==> src/rtl/uart_rx_byte.sv <==
// 8N1 UART receiver, LSB first, mid-bit sampling.
// Delivers bytes on a valid/ready port and flags framing errors and overruns.
module uart_rx_byte #(
    parameter int BIT_PERIOD = 87,
    parameter int HALF_BIT   = 43
) (
    input  logic       clk,
    input  logic       rst_n,
    input  logic       rx,
    output logic [7:0] rx_data,
    output logic       rx_valid,
    input  logic       rx_ready,
    output logic       frame_err,
    output logic       overrun
);

    localparam int CW = $clog2(BIT_PERIOD + 1);
    localparam logic [CW-1:0] HALF_LAST = CW'(HALF_BIT - 1);
    localparam logic [CW-1:0] BIT_LAST  = CW'(BIT_PERIOD - 1);

    typedef enum logic [1:0] {
        IDLE,
        START,
        DATA,
        STOP
    } state_t;

    state_t        state_q, state_d;
    logic          rx_meta_q, rx_s_q, rx_s_d_q;
    logic [CW-1:0] cnt_q, cnt_d;
    logic [2:0]    bit_q, bit_d;
    logic [7:0]    shift_q, shift_d;
    logic [7:0]    data_q, data_d;
    logic          valid_q, valid_d;
    logic          ferr_q, ferr_d;
    logic          ovr_q, ovr_d;
    logic          done;

    always_ff @(posedge clk or negedge rst_n) begin
        if (!rst_n) begin
            rx_meta_q <= 1'b1;
            rx_s_q    <= 1'b1;
            rx_s_d_q  <= 1'b1;
            state_q   <= IDLE;
            cnt_q     <= '0;
            bit_q     <= '0;
            shift_q   <= '0;
            data_q    <= '0;
            valid_q   <= 1'b0;
            ferr_q    <= 1'b0;
            ovr_q     <= 1'b0;
        end else begin
            rx_meta_q <= rx;
            rx_s_q    <= rx_meta_q;
            rx_s_d_q  <= rx_s_q;
            state_q   <= state_d;
            cnt_q     <= cnt_d;
            bit_q     <= bit_d;
            shift_q   <= shift_d;
            data_q    <= data_d;
            valid_q   <= valid_d;
            ferr_q    <= ferr_d;
            ovr_q     <= ovr_d;
        end
    end

    always_comb begin
        state_d = state_q;
        cnt_d   = cnt_q + 1'b1;
        bit_d   = bit_q;
        shift_d = shift_q;
        data_d  = data_q;
        valid_d = valid_q;
        ferr_d  = 1'b0;
        ovr_d   = 1'b0;
        done    = 1'b0;

        unique case (state_q)
            IDLE: begin
                cnt_d = '0;
                if (rx_s_d_q && !rx_s_q) begin
                    state_d = START;
                end
            end
            START: begin
                if (cnt_q == HALF_LAST) begin
                    cnt_d   = '0;
                    bit_d   = '0;
                    state_d = rx_s_q ? IDLE : DATA;
                end
            end
            DATA: begin
                if (cnt_q == BIT_LAST) begin
                    cnt_d   = '0;
                    shift_d = {rx_s_q, shift_q[7:1]};
                    bit_d   = bit_q + 1'b1;
                    if (bit_q == 3'd7) begin
                        state_d = STOP;
                    end
                end
            end
            STOP: begin
                if (cnt_q == BIT_LAST) begin
                    cnt_d   = '0;
                    state_d = IDLE;
                    done    = rx_s_q;
                    ferr_d  = !rx_s_q;
                end
            end
            default: begin
                state_d = IDLE;
                cnt_d   = '0;
            end
        endcase

        // A held byte that is not being taken this cycle wins over the new one
        if (done) begin
            if (!valid_q || rx_ready) begin
                data_d  = shift_q;
                valid_d = 1'b1;
            end else begin
                ovr_d = 1'b1;
            end
        end else if (valid_q && rx_ready) begin
            valid_d = 1'b0;
        end
    end

    assign rx_data   = data_q;
    assign rx_valid  = valid_q;
    assign frame_err = ferr_q;
    assign overrun   = ovr_q;

endmodule

==> config.mk <==
export PLATFORM = sky130hd
export DESIGN_NAME = uart_rx_byte
export DESIGN_NICKNAME = d
export VERILOG_FILES = /design/src/rtl/uart_rx_byte.sv
export SDC_FILE = /design/constraint.sdc
export NUM_CORES = 1
export LEC_CHECK = 0
export ABC_AREA = 1
export BUFFER_PORTS_ARGS = -buffer_cell sky130_fd_sc_hd__buf_4
export CORE_MARGIN = 4
export CORE_UTILIZATION = 56
export CTS_BUF_LIST = sky130_fd_sc_hd__clkbuf_4
export CTS_CLUSTER_DIAMETER = 40
export DETAILED_ROUTE_END_ITERATION = 6
export PLACE_DENSITY = 0.73
export SLEW_MARGIN = 5
export SYNTH_ARGS = -nofsm -noshare
export SYNTH_HDL_FRONTEND = slang
export SYNTH_SLANG_ARGS = --single-unit
==> constraint.sdc <==
create_clock -name clk -period 1.95 [get_ports clk]
set_clock_uncertainty 0.1 [all_clocks]
set_input_delay 0.0975 -clock clk [delete_from_list [all_inputs] [get_ports clk]]
set_output_delay 0.0975 -clock clk [all_outputs]
set_load 0.005 [all_outputs]
==> flow_summary.yaml, run 1 <==
pwr:
  ir_worst_vdd_uv: 749
  total_power_mw: 1.53
  power_per_cell_area_nw_per_um2: 860
  p_leak_nw: 0.888
setup_path:
  slowest_stage: "dfrtp_1"
  r2r_end: "bit_q[1]"
  rr_worst_depth: 9
  worstPathRequired_ns: 2.08
  cp_data_arrival_time_ns: 1.83
  end_kind: "flip-flop"
  path_max_fanout: 8
  crit_chain: "inv_1 -> ha_1 -> inv_1 -> nor2_1 -> nand2_4 -> nor2_4 -> o21ai_2 -> nand2_1 -> o21ai_1"
  startpoint_type: "flip-flop"
  ff2ff_setup_slack_ns: 0.24
  worstReg2RegStart: "cnt_q[0]"
  path_common_cell: "inv_1"
  crit_type: "reg2reg"
  cpPeakStageDelay_ns: 0.42
routing:
  drc_errors: 0
  drtPass1Iterations: 4
  drtAntennaViolNets: 0
  vias: 1067
  viasPerCell: 4.99
  wirelength_mm: 2.70
  wl_per_cell_microns: 12.6
  drt_iter0_drc: 47
global_route:
  antenna_found_initial: 0
  grt_pass1_vias: 1040
  overflow: 0
  grtUsageTotal_pct: 17.7
  grt_max_degree: 35
  grt_pass1_wl_mm: 4.56
job:
  maxCapViolCount: 0
floorplanning:
  die-area_sq_um: 3590
  die_h_microns: 59.9
  core_sq_um: 2520
  start_util_pct: 59.8
  dieWidth_microns: 59.9
  ios: 15
  core.rowCount: 18
placement:
  globalplace.congestion: 0.787
  dp_hpwl_mm: 1.92
  place_area_sq_um: 1650
  io_buffers: 14
sta:
  rsz0062_at_grt: "false"
  finalCritPeriodShare_pct: 87.4
  fin_setup_tns_ns: 0
  worstMarginPinSlew_ns: 0.415
  slew_violations: 0
  clock.fmax_ghz: 0.586
  slew_headroom_pct: 72.3
  min_period_ns: 1.71
  hold_viol_final: 0
  final-setup-viol-count: 0
clock_network:
  clkLatencyLatePin_ns: 0.34
  cts-resized-gates: 0
  ctsRootBufferMaster: "clkbuf_4"
  cts.sinks: 34
  path_clk_slew_ns: 0.10
  cts_tree: "done"
  cts_max_level: 2
  clk_path_buf_depth: 2
  numCtsBuffers: 5
synth:
  synth_fp_nets: 164
  ys_seq_elements: 34
  yosysSeqAreaShare_pct: 56.6
  synth_top_area_share_pct: 51.4
  yosys.cell_types.count: 25
  synth_edf_count: 0
  synth_area_sq_um: 1510
  synthCells: 156
  yosysMostFrequentCell: "nand2_1"
  synth_area_leader_cell: "dfrtp_1"
  yosys-top-cells-area: "dfrtp_1 (51%), nand2_1 (9.2%), inv_1 (5.7%)"
  avgSynthCellArea_sq_um: 9.67
  ys_async_sr_fraction_pct: 100
  ys_warn_count: 0
  netlist_top_cells_count: "nand2_1 (37), dfrtp_1 (31), inv_1 (23)"
  synth_ff_type: "dfrtp_1"
hold_path:
  min_path_type: "in2async"
cells_and_area:
  syn_to_final_growth_pct: 17.9
  drive_gt1_share_pct: 24.5
  final_area_sq_um: 1780
  diodes: 0
  fin_nets: 191
  fillCellCount: 201
outcome:
  status: "finished, final reports clean"
## sequential cells by signal, summed over array words and instances (netlist names), named ones only
name	count
rx_data	8
rx_s_q	1
shift_q	8
rx_valid	1
overrun	1
rx_s_d_q	1
bit_q	3
state_q	1
rx_meta_q	1
cnt_q	7
frame_err	1
## worst max path at each step
stage	from	endpoint	slack, ns	cells past startpoint
global placement	cnt_q[0]	rx_data[5]	0.25	9
global route	cnt_q[0]	cnt_q[3]	0.06	9
finish	cnt_q[0]	bit_q[1]	0.24	9
floorplan	cnt_q[0]	rx_data[7]	0.37	10
detailed placement	cnt_q[0]	rx_data[0]	0.16	9
CTS	cnt_q[0]	rx_data[0]	0.14	9
## metal layers
metal / GRT usage [%] / up-vias / routed length (microns)
li1: - / 545 / -
met1: 22.9 / 485 / 1270
met2: 26.2 / 27 / 1240
met3: 4.75 / 10 / 111
met4: 10.4 / 0 / 83
met5: 0 / - / 0
## where the power goes
| part | total, mW | internal (mW) | switching (mW) |
|---|---|---|---|
| clock | 0.369 | 0.134 | 0.235 |
| combinational | 0.338 | 0.115 | 0.224 |
| sequential | 0.824 | 0.763 | 0.0606 |
## stage by stage
step	util (%)	std cells	setup slack, ns	hold slack [ns]
after floorplan	-	156	0.369	-0.298
after global placement	65.5	199	0.250	-0.0438
after detailed placement	65.5	199	0.162	-0.0380
after CTS	68.8	210	0.145	0.124
after global routing	70.5	214	0.0581	0.139
final	70.5	214	0.245	0.121
## area by class of cell
type | count | area [sq um] | share of cell area [%]
Clock buffer | 5 | 37.5 | 2.11
Inverter | 24 | 90.1 | 5.06
Timing Repair Buffer | 22 | 198 | 11.1
Multi-Input combinational cell | 96 | 546 | 30.7
Clock inverter | 3 | 16.3 | 0.914
Sequential cell | 34 | 855 | 48.0
Tap cell | 30 | 37.5 | 2.11
## worst max-delay path, delay by kind of cell, from the launching register on
kind	cells	cell delay [ns]
adder cells (fa/ha/maj)	1	0.15
flip-flops	1	0.42
buffers and inverters	2	0.11
AO/OA/AOI/OAI	2	0.20
AND/OR/NAND/NOR	4	0.62
## cell families (layout without fill, tap and decap cells)
logic type,after synthesis,after routing,share of synthesized area [%]
xor gates and xnor gates,4,4,2.32
and+or+nand+nor,65,65,20.6
adders and majority gates,4,4,3.32
buffers and inverters,26,54,7.21
AOI/OAI and AO/OA,23,23,9.87
DFF,34,34,56.6
## placed cells by master (no fill, tap or decap), types with 2 or more instances in the layout
cell	n
a21oi_1	2
buf_12	2
buf_4	17
clkbuf_4	5
dfrtp_1	31
dfstp_2	3
dlygate4sd3_1	3
ha_1	4
inv_1	23
nand2_1	37
nand2_2	2
nand3_1	4
nand4_1	2
nor2_1	10
nor2_4	2
nor3_1	3
o21ai_0	9
o21ai_1	3
o21ai_2	9
xnor2_1	2
xor2_1	2
## repair_timing
action / 4_1_cts / 5_1_grt
setup endpoints to repair: 0 / 1
hold buffers: 3 / 0
hold endpoints to repair: 36 / 0
buffers inserted: 0 / 4
No activity file was read; power rests on OpenSTA's default activity.
==> run 2: changes to the inputs <==
--- a/config.mk
+++ b/config.mk
@@ -13,6 +13,7 @@
 export CTS_CLUSTER_DIAMETER = 40
 export DETAILED_ROUTE_END_ITERATION = 6
 export PLACE_DENSITY = 0.73
+export REMOVE_ABC_BUFFERS = 1
 export SLEW_MARGIN = 5
 export SYNTH_ARGS = -nofsm -noshare
 export SYNTH_HDL_FRONTEND = slang
==> flow_summary.yaml, run 2 (same netlist as run 1, synthesis figures left out) <==
setup_path:
  cp-endpoint: "rx_data[3]"
  ff2ff_setup_slack_ns: 0.19
  worstReg2RegStart: "cnt_q[0]"
  cp_data_arrival_time_ns: 1.90
  crit_type: "reg2reg"
  end_kind: "flip-flop"
  startpoint_type: "flip-flop"
  crit_start: "cnt_q[0]"
  worstPathRequired_ns: 2.09
  path_max_fanout: 17
  r2r_end: "rx_data[3]"
  rr_worst_depth: 9
hold_path:
  min_path_type: "in2reg"
global_route:
  overflow: 0
  grt_max_degree: 35
  grt_use_met1_pct: 19.7
  grtUsageTotal_pct: 17.0
  antenna_found_initial: 0
  grt_pass1_wl_mm: 4.42
  grtUsageMet3_pct: 6.91
  top_usage_layer: "met2"
  grt_pass1_vias: 1085
  use_met2_pct: 27.2
clock_network:
  path_clk_slew_ns: 0.11
  cts_tree: "done"
  clkLatencyLatePin_ns: 0.34
  numCtsBuffers: 5
  cts_max_level: 2
  cts.sinks: 34
  clk_path_buf_depth: 2
  ctsRootBufferMaster: "clkbuf_4"
pwr:
  p_seq_share_pct: 53.2
  clockPowerShare_pct: 25.1
  p_int_mw: 1.03
  power_per_cell_area_nw_per_um2: 900
  pwr-share-comb_pct: 21.7
  total_power_mw: 1.54
  sw_frac_of_total_pct: 33.4
  ir_worst_vdd_uv: 710
  netSwitchingPower_uw: 517
  p_leak_nw: 0.865
routing:
  drc_errors: 0
  drt_iter0_drc: 25
  vias: 1050
  drtPass1Iterations: 4
  wirelength_mm: 2.54
  viasPerCell: 5.02
  wl_per_cell_microns: 12.1
  drtAntennaViolNets: 0
floorplanning:
  start_util_pct: 59.8
  core_sq_um: 2520
  die-area_sq_um: 3590
  core.rowCount: 18
  ios: 15
  die_h_microns: 59.9
  dieWidth_microns: 59.9
placement:
  io_buffers: 14
  dp_hpwl_mm: 1.83
  globalplace.congestion: 0.829
  dp.cells: 199
sta:
  worstMarginPinSlew_ns: 0.419
  final-setup-viol-count: 0
  slew_violations: 0
  min_period_ns: 1.76
  hold_slack_ns: 0.0215
  hold_viol_final: 0
  slew_headroom_pct: 72.1
  finalCritPeriodShare_pct: 90.3
  fin_setup_tns_ns: 0
  clock.fmax_ghz: 0.568
  rsz0062_at_grt: "false"
outcome:
  status: "finished, final reports clean"
cells_and_area:
  final_cell_mix: "nand2_1 (37), dfrtp_1 (31), inv_1 (23)"
  instances_no_fill: 209
  drive_gt1_share_pct: 23.5
  diodes: 0
  final_common_cell: "nand2_1"
  fin_nets: 186
  fillCellCount: 211
  syn_to_final_growth_pct: 13.7
job:
  maxCapViolCount: 0
==> run 2: final cells by class <==
class / count / area, sq um / share of cell area [%]
Inverter: 24 / 90.1 / 5.25
Clock buffer: 6 / 45.0 / 2.63
Clock inverter: 2 / 10.0 / 0.584
Timing Repair Buffer: 17 / 133 / 7.73
Tap cell: 30 / 37.5 / 2.19
Sequential cell: 34 / 855 / 49.8
Multi-Input combinational cell: 96 / 546 / 31.8
==> run 2: stage by stage <==
step                cell area, sq um  utilization (%)  setup slack [ns]
floorplan                       1490                -             0.338
global placement                1640             65.0             0.222
detailed placement              1640             65.0             0.191
CTS                             1720             68.0             0.180
global route                    1720             68.0            0.0510
finish                          1720             68.0             0.189
==> run 2: power by group through the flow <==
| stage | Combinational [mW] | Sequential [mW] | Clock, mW |
|---|---|---|---|
| 4_1_cts | 0.338 | 0.821 | 0.398 |
| 2_1_floorplan | 0.261 | 0.823 | 0 |
| 6_report | 0.334 | 0.822 | 0.388 |
| 5_1_grt | 0.390 | 0.829 | 0.432 |
| 3_5_place_dp | 0.333 | 0.835 | 0 |
| 3_3_place_gp | 0.321 | 0.833 | 0 |
==> run 2: timing repair <==
| item | 4_1_cts | 5_1_grt |
|---|---|---|
| endpoints found under the setup margin | 0 | 0 |
| hold buffers | 2 | 0 |
| endpoints found under the hold margin | 35 | 0 |
| resized for setup | 0 | 0 |
| buffers inserted | 0 | 0 |
==> run 2: how the worst min path moves through the flow <==
stage / from / slack [ns] / depth (start not counted) / endpoint
global route: rx_ready / 0.03 / 4 / rx_valid
detailed placement: rst_n / -0.04 / 1 / cnt_q[6]
CTS: rx_ready / 0.02 / 4 / rx_valid
floorplan: rst_n / -0.30 / 0 / asynchronous set/reset pin
finish: rx_ready / 0.02 / 4 / rx_valid
global placement: rst_n / -0.04 / 1 / cnt_q[6]
==> run 2: critical path, cell delays in order (launching register included) <==
cell and delay, ns:
dfrtp_1 0.42, inv_1 0.07, ha_1 0.16, inv_1 0.04, nor2_1 0.20, nand2_4 0.11
inv_2 0.08, nand4_4 0.25, nand2_1 0.17, o21ai_2 0.07
==> run 2: per-layer routing <==
layer  wire length, microns  vias up
met5                      0        -
met1                   1140      494
met3                    108        8
met4                     73        0
met2                   1220       14
li1                       -      534
==> run 3: changes to the inputs <==
--- a/config.mk
+++ b/config.mk
@@ -8,11 +8,11 @@
 export ABC_AREA = 1
 export BUFFER_PORTS_ARGS = -buffer_cell sky130_fd_sc_hd__buf_4
 export CORE_MARGIN = 4
-export CORE_UTILIZATION = 56
+export CORE_UTILIZATION = 57
 export CTS_BUF_LIST = sky130_fd_sc_hd__clkbuf_4
 export CTS_CLUSTER_DIAMETER = 40
 export DETAILED_ROUTE_END_ITERATION = 6
-export PLACE_DENSITY = 0.73
+export PLACE_DENSITY = 0.74
 export REMOVE_ABC_BUFFERS = 1
 export SLEW_MARGIN = 5
 export SYNTH_ARGS = -nofsm -noshare
==> flow_summary.yaml, run 3 (same netlist as run 1, synthesis figures left out) <==
setup_path:
  crit_start: "cnt_q[0]"
  ff2ff_setup_slack_ns: 0.16
  end_kind: "flip-flop"
  cp_data_arrival_time_ns: 1.90
  r2r_end: "rx_data[6]"
  cpPeakStageDelay_ns: 0.42
  rr_worst_depth: 9
  crit_type: "reg2reg"
  cp-endpoint: "rx_data[6]"
  startpoint_type: "flip-flop"
  worstPathRequired_ns: 2.06
  slowest_stage: "dfrtp_1"
  crit_chain: "inv_1 -> ha_1 -> inv_1 -> nor2_1 -> nand2_4 -> inv_2 -> nand4_4 -> nand2_1 -> o21ai_2"
  path_common_cell: "inv_1"
  worstReg2RegStart: "cnt_q[0]"
  path_max_fanout: 17
pwr:
  netSwitchingPower_uw: 501
  p_leak_nw: 0.863
  sw_frac_of_total_pct: 32.5
  power_per_cell_area_nw_per_um2: 899
  ir_worst_vdd_uv: 785
  pwr-share-comb_pct: 21.9
  clockPowerShare_pct: 24.8
  p_int_mw: 1.04
  p_seq_share_pct: 53.3
routing:
  drt_iter0_drc: 44
  viasPerCell: 5.05
  wirelength_mm: 2.52
  drtAntennaViolNets: 0
  vias: 1056
  wl_per_cell_microns: 12.1
  drc_errors: 0
  drtPass1Iterations: 4
sta:
  slew_violations: 0
  slew_headroom_pct: 72.7
  hold_viol_final: 0
  clock.fmax_ghz: 0.558
  worstMarginPinSlew_ns: 0.409
  finalCritPeriodShare_pct: 91.9
  fin_setup_tns_ns: 0
  min_period_ns: 1.79
  rsz0062_at_grt: "false"
  final-setup-viol-count: 0
hold_path:
  min_path_type: "in2reg"
global_route:
  grt_pass1_wl_mm: 4.60
  antenna_found_initial: 0
  grt_max_degree: 35
  grt_pass1_vias: 1085
  overflow: 0
  grtUsageTotal_pct: 17.8
floorplanning:
  start_util_pct: 60.4
  core_sq_um: 2500
  dieWidth_microns: 59.5
  die-area_sq_um: 3530
  core.rowCount: 18
  ios: 15
  die_h_microns: 59.5
cells_and_area:
  diodes: 0
  drive_gt1_share_pct: 22.9
  syn_to_final_growth_pct: 13.8
  instances_no_fill: 209
  final_cell_mix: "nand2_1 (37), dfrtp_1 (31), inv_1 (23)"
  fin_nets: 186
  final_common_cell: "nand2_1"
placement:
  io_buffers: 14
  globalplace.congestion: 0.863
  dp.cells: 199
  dp_hpwl_mm: 1.78
clock_network:
  clkLatencyLatePin_ns: 0.33
  ctsRootBufferMaster: "clkbuf_4"
  numCtsBuffers: 5
  clk_path_buf_depth: 2
  cts.sinks: 34
  path_clk_slew_ns: 0.10
  cts_tree: "done"
  post_cts_buffers: 0
  cts_max_level: 2
outcome:
  status: "finished, final reports clean"
job:
  maxCapViolCount: 0
-- run 3: repair_timing --
| action | 4_1_cts | 5_1_grt |
|---|---|---|
| endpoints found under the hold margin | 35 | 0 |
| gates resized for setup | 0 | 0 |
| hold buffers | 2 | 0 |
-- run 3: area by class of cell --
| type | count | area [sq um] |
|---|---|---|
| Sequential cell | 34 | 855 |
| Fill cell | 190 | 783 |
| Multi-Input combinational cell | 96 | 546 |
| Timing Repair Buffer | 17 | 133 |
| Inverter | 24 | 90.1 |
| Clock buffer | 7 | 52.6 |
| Tap cell | 30 | 37.5 |
| Clock inverter | 1 | 3.75 |
-- run 3: power groups by stage --
stage                     sequential [mW]  combinational (mW)  clock (mW)
after CTS                           0.822               0.337       0.398
final                               0.823               0.339       0.382
after global routing                0.832               0.382       0.434
after global placement              0.833               0.316           0
after floorplan                     0.823               0.261           0
after detailed placement            0.836               0.332           0
-- run 3: how the worst min path moves through the flow --
stage / start / to / slack (ns) / cells past startpoint
5_1_grt: rx_ready / overrun / 0.05 / 4
6_report: rx_ready / rx_valid / 0.04 / 4
3_3_place_gp: rst_n / cnt_q[4] / -0.04 / 1
3_5_place_dp: rst_n / cnt_q[4] / -0.04 / 1
4_1_cts: rx_ready / rx_valid / 0.02 / 4
2_1_floorplan: rst_n / asynchronous set/reset pin / -0.30 / 0
-- run 3: per-layer routing --
metal | global-route usage, % | part of all wire [%] | vias to the layer above
met4 | 7.77 | 2.2 | 0
met3 | 6.10 | 4.0 | 7
met5 | 0 | 0 | -
met2 | 29.3 | 49 | 16
li1 | - | - | 540
met1 | 21.0 | 45 | 493
-- run 3: worst max-delay path, delay by kind of cell (launching register included) --
kind | cells | cell delay (ns)
AND/OR/NAND/NOR | 4 | 0.73
flip-flops | 1 | 0.42
buffers and inverters | 3 | 0.19
adder cells (fa/ha/maj) | 1 | 0.15
AO/OA/AOI/OAI | 1 | 0.06
-- run 3: per-stage QoR --
stage	util (%)	total power, mW	instance area (sq um)	setup slack, ns	hold slack (ns)
after floorplan	-	1.08	1490	0.338	-0.298
after global placement	65.6	1.15	1640	0.243	-0.0435
after detailed placement	65.6	1.17	1640	0.172	-0.0387
after CTS	68.7	1.56	1720	0.151	0.0194
after global routing	68.7	1.65	1720	0.0241	0.0487
final	68.7	1.54	1720	0.158	0.0360
